File: config.mk
export PLATFORM = sky130hd
export DESIGN_NAME = flash_read_arbiter
export DESIGN_NICKNAME = d
export VERILOG_FILES = /design/src/rtl/flash_read_arbiter.sv
export SDC_FILE = /design/constraint.sdc
export NUM_CORES = 1
export LEC_CHECK = 0
export BUFFER_PORTS_ARGS = -buffer_cell sky130_fd_sc_hd__buf_2
export CAP_MARGIN = 30
export CORE_UTILIZATION = 51
export CTS_CLUSTER_DIAMETER = 80
export DETAILED_ROUTE_END_ITERATION = 8
export PLACE_DENSITY = 0.87
export SYNTH_ARGS = -nofsm -noshare
export SYNTH_HDL_FRONTEND = slang
export SYNTH_SLANG_ARGS = --single-unit
File: constraint.sdc
create_clock -name CLK_50M -period 3.8 [get_ports CLK_50M]
set_input_delay 0.38 -clock CLK_50M [delete_from_list [all_inputs] [get_ports CLK_50M]]
set_output_delay 0.38 -clock CLK_50M [all_outputs]
set_load 0.02 [all_outputs]
File: src/rtl/flash_read_arbiter.sv
// Two-requester arbiter for the single flash read port; one single-beat read outstanding.
// Grant -> flash_mem_read next cycle; data returned one cycle after flash valid; backpressure via waitrequest.
module flash_read_arbiter #(
  parameter int ADDR_W       = 23,
  parameter int DATA_W       = 32,
  parameter int STARVE_LIMIT = 4,
  parameter int TIMEOUT      = 255
) (
  input  logic              CLK_50M,
  input  logic              reset,
  input  logic              rq0_read,
  input  logic [ADDR_W-1:0] rq0_address,
  output logic              rq0_waitrequest,
  output logic [DATA_W-1:0] rq0_readdata,
  output logic              rq0_readdatavalid,
  input  logic              rq1_read,
  input  logic [ADDR_W-1:0] rq1_address,
  output logic              rq1_waitrequest,
  output logic [DATA_W-1:0] rq1_readdata,
  output logic              rq1_readdatavalid,
  output logic              flash_mem_read,
  output logic [ADDR_W-1:0] flash_mem_address,
  input  logic              flash_mem_waitrequest,
  input  logic [DATA_W-1:0] flash_mem_readdata,
  input  logic              flash_mem_readdatavalid,
  output logic              busy,
  output logic              timeout_err
);

  typedef enum logic [1:0] {IDLE, ISSUE, WAIT_DATA} state_t;

  localparam logic [7:0]  STARVE_MAX = 8'(STARVE_LIMIT);
  localparam logic [15:0] TO_LAST    = 16'(TIMEOUT - 1);

  state_t            state;
  logic              gnt;
  logic [7:0]        starve_cnt;
  logic [15:0]       to_cnt;
  logic              accept;
  logic              pick1;
  logic              done;
  logic [DATA_W-1:0] ret_dat;

  assign accept          = (state == ISSUE) && !flash_mem_waitrequest;
  assign rq0_waitrequest = !(accept && !gnt);
  assign rq1_waitrequest = !(accept && gnt);
  assign busy            = (state != IDLE);

  // Requester 1 wins only when alone or when it has waited STARVE_LIMIT grants.
  assign pick1   = rq1_read && (!rq0_read || (starve_cnt == STARVE_MAX));
  // A timeout completes the read with zero data so the requester never hangs.
  assign done    = (state == WAIT_DATA) && (flash_mem_readdatavalid || (to_cnt == TO_LAST));
  assign ret_dat = flash_mem_readdatavalid ? flash_mem_readdata : '0;

  always_ff @(posedge CLK_50M or posedge reset) begin
    if (reset) begin
      state             <= IDLE;
      gnt               <= 1'b0;
      starve_cnt        <= '0;
      to_cnt            <= '0;
      flash_mem_read    <= 1'b0;
      flash_mem_address <= '0;
      rq0_readdata      <= '0;
      rq1_readdata      <= '0;
      rq0_readdatavalid <= 1'b0;
      rq1_readdatavalid <= 1'b0;
      timeout_err       <= 1'b0;
    end else begin
      rq0_readdatavalid <= 1'b0;
      rq1_readdatavalid <= 1'b0;
      case (state)
        IDLE: begin
          if (rq0_read || rq1_read) begin
            gnt               <= pick1;
            flash_mem_address <= pick1 ? rq1_address : rq0_address;
            flash_mem_read    <= 1'b1;
            state             <= ISSUE;
            if (pick1)
              starve_cnt <= '0;
            else if (rq1_read && (starve_cnt != STARVE_MAX))
              starve_cnt <= starve_cnt + 8'd1;
          end
        end
        ISSUE: begin
          if (!flash_mem_waitrequest) begin
            flash_mem_read <= 1'b0;
            to_cnt         <= '0;
            state          <= WAIT_DATA;
          end
        end
        WAIT_DATA: begin
          if (done) begin
            state <= IDLE;
            if (!flash_mem_readdatavalid)
              timeout_err <= 1'b1;
            if (gnt) begin
              rq1_readdata      <= ret_dat;
              rq1_readdatavalid <= 1'b1;
            end else begin
              rq0_readdata      <= ret_dat;
              rq0_readdatavalid <= 1'b1;
            end
          end else begin
            to_cnt <= to_cnt + 16'd1;
          end
        end
        default: state <= IDLE;
      endcase
    end
  end

endmodule
==> out/results.ini <==
[worst_setup_path]
r2r_cells=7
crit_chain=inv_1, ha_1, or4b_1, o41ai_4, buf_4, and2_1, o211ai_1
slowest_delay_ns=0.70
startpoint=starve_cnt[0]
critPathTopFamily=simple AND/OR/NAND/NOR gates
endpoint=flash_mem_address[6]
r2r-start=starve_cnt[0]
critPathArrivalTime_ns=3.16
regToRegSetupSlack_ns=0.99
cp.depth=7
worstSetupEndpointType=flip-flop
reg2reg_to=flash_mem_address[6]
cp.required_ns=4.15
path_buf_inv=2
start_kind=flip-flop
criticalPathCategory=flip-flop to flip-flop
crit_fanout=29
cp_slowest_cell=and2_1

[global_routing]
grt_usage_pct=25.5
antenna_found_initial=0
grt_pass1_wl_um=22300
gr-total-overflow=0
grt_pass1_vias=4592
grt_start_max_net_pins=119

[floorplan]
die_w_um=105
start_util_pct=52.3
core_um2=10300
rows=37
fp.dieH_um=105
pin_count=178
die_area_um2=11000

[synthesis]
synth_nets=583
ys_warn_count=0
synth_area_per_cell_um2=10.9
synth_cell_type_count=51
ys.flop_type=dfrtp_1
synthCells=495
async_flop_share_pct=100
netlist_area_um2=5380
synth_edf_count=0
ys_seq_area_share_pct=54.9
ys_ff_latch=118

[clock_network]
postCtsHoldBufs=0
cts_resized=0
cts.clk_slew.worst_paths_ns=0.06
cts.sink_count=118
cts_buffers=17
clockRootBuffer=clkbuf_8
clk_latency_ns=0.51
max-clock-path-buffers=2
cts_setup_buffers=0
cts_tree=yes
htreeDepth=4

[sta]
finalMaxSlewViolations=0
fin_tns_setup_ns=0
setup_viol=0
worst_slack_ns=0.990
period_share_pct=73.9
worst_slew_pin_slew_ns=0.798
max_slew_margin_pct=46.8
period_minus_slack_ns=2.81
finClkSkew_ns=0.0146
holdWs_ns=-0.0149
timing.fmax_ghz=0.356
rsz0062_at_grt=false
finalHoldViolations=5

[power]
power_frac_comb_pct=37.7
pwr_density_cell_nw_per_um2=830
p_leak_uw=0.00332
p_seq_share_pct=35.1
clkPwrFrac_pct=27.2
switching_share_pct=39.8
p_sw_uw=2290
power.internal_uw=3460
peakVddDrop_mv=0.362

[finish]
area_growth_pct=28.8
drive_gt1_share_pct=34.8
n_fill_cell=784
final_nets=744

[placed_design]
place_ws_ns=0.958
portBuffers=177
hpwl_um=8910
place.gp.congestion=0.867

[routing]
drtIter0Drc=400
vias=4795
routed_wl_um=13400
wl_per_cell_um=16.7
ant_nets=0
drc=0
viasPerCell=5.95
first_pass_iters=6

[status]
status=complete, but fails checks
violations=negative hold slack

[job]
drv_cap=0

[hold_path]
hp-class=input pin to asynchronous set/reset pin

[worst min path at each step]
stage / startpoint / end / slack [ns] / depth (start not counted)
after floorplan: flash_mem_readdatavalid / timeout_err / 0.48 / 1
after global placement: timeout_err / timeout_err / 0.45 / 2
after detailed placement: timeout_err / timeout_err / 0.46 / 2
after CTS: reset / rq0_readdata[26] / 0.05 / 3
after global routing: reset / rq0_readdata[26] / 0.02 / 3
final: reset / rq0_readdata[26] / -0.01 / 3
[power groups by stage]
| stage | Sequential (uW) | Combinational (uW) | Clock [uW] |
|---|---|---|---|
| 2_1_floorplan | 2520 | 937 | 0 |
| 5_1_grt | 2070 | 2330 | 1660 |
| 4_1_cts | 2020 | 2180 | 1590 |
| 6_report | 2020 | 2170 | 1560 |
| 3_5_place_dp | 2030 | 2170 | 0 |
| 3_3_place_gp | 2000 | 2090 | 0 |
[metrics by stage]
stage	util, %	area (um2)	hold WS [ns]	std cells	total power, uW
after floorplan	-	5380	0.481	495	3450
after detailed placement	61.7	6340	0.457	773	4200
after global routing	67.4	6920	0.0174	805	6060
after global placement	61.2	6290	0.451	771	4090
final	67.4	6930	-0.0149	806	5750
after CTS	67.4	6920	0.0520	805	5790
[cells by family (layout without fill, tap and decap cells)]
group                      count (synthesis)  count (layout)  share of synthesized area [%]
and+or+nand+nor                          192             192                           18.4
xor gates and xnor gates                   5               5                          0.815
adders and majority gates                  4               4                          0.931
buffers and inverters                     57             231                           4.89
AOI/OAI and AO/OA                        116             116                           19.4
DFF                                      118             118                           54.9
other                                      0               1                              0
muxes                                      3               3                          0.582
[Yosys cell counts (7+ instances only)]
| cell type | instances | area share, % |
|---|---|---|
| dfrtp_1 | 118 | 55 |
| nand2_1 | 95 | 6.6 |
| a32o_1 | 32 | 6.0 |
| o2bb2ai_1 | 32 | 5.2 |
| clkbuf_1 | 28 | 2.0 |
| nand4_1 | 27 | 3.1 |
| o211ai_1 | 23 | 3.2 |
| inv_1 | 14 | 0.98 |
| nor4_1 | 12 | 1.4 |
| a221o_1 | 8 | 1.5 |
| nor2_1 | 8 | 0.56 |
| and4_1 | 7 | 1.1 |
| nand3_1 | 7 | 0.65 |
| nor3_1 | 7 | 0.65 |
[state kept, by name, summed over array words and instances, names as in the netlist]
signal and flops:
flash_mem_read 1, to_cnt 16, flash_mem_address 23, rq1_readdata 32
rq0_readdatavalid 1, state 2, starve_cnt 8, gnt 1
rq0_readdata 32, timeout_err 1, rq1_readdatavalid 1
[layout by cell type, fill, tap and decap left out, types with 5 or more instances in the layout]
cell type	count
nand2_1	95
nor2_1	8
inv_1	13
buf_2	177
dfrtp_1	117
a32o_1	32
nor3_1	7
nor4_1	12
clkbuf_16	16
and4_1	7
a221o_1	8
inv_6	5
o2bb2ai_1	32
o211ai_1	23
nand3_1	7
buf_4	5
nand4_1	27
[per-layer routing]
metal  track usage, %  vias to the layer above  part of all wire (%)
met5                0                        -                     0
met4             8.55                        0                  0.88
met3             6.11                       16                   6.3
met2             41.3                      252                    50
met1             33.7                     2330                    43
li1                 -                     2197                     -
[area by class of cell]
type | instances | area [um2] | share of cell area (%)
tap | 136 | 170 | 2.46
inverter | 14 | 55.1 | 0.795
antenna | 1 | 2.50 | 0.0361
timing repair buffer | 185 | 991 | 14.3
sequential | 118 | 2950 | 42.7
clock inverter | 15 | 166 | 2.40
clock buffer | 17 | 414 | 5.98
multi-input combinational | 320 | 2170 | 31.4
[tightest hold or removal path: cells and delay by family]
kind	cells	cell delay [ns]
buf+inv	3	0.59
No activity file was read; power rests on OpenSTA's default activity.
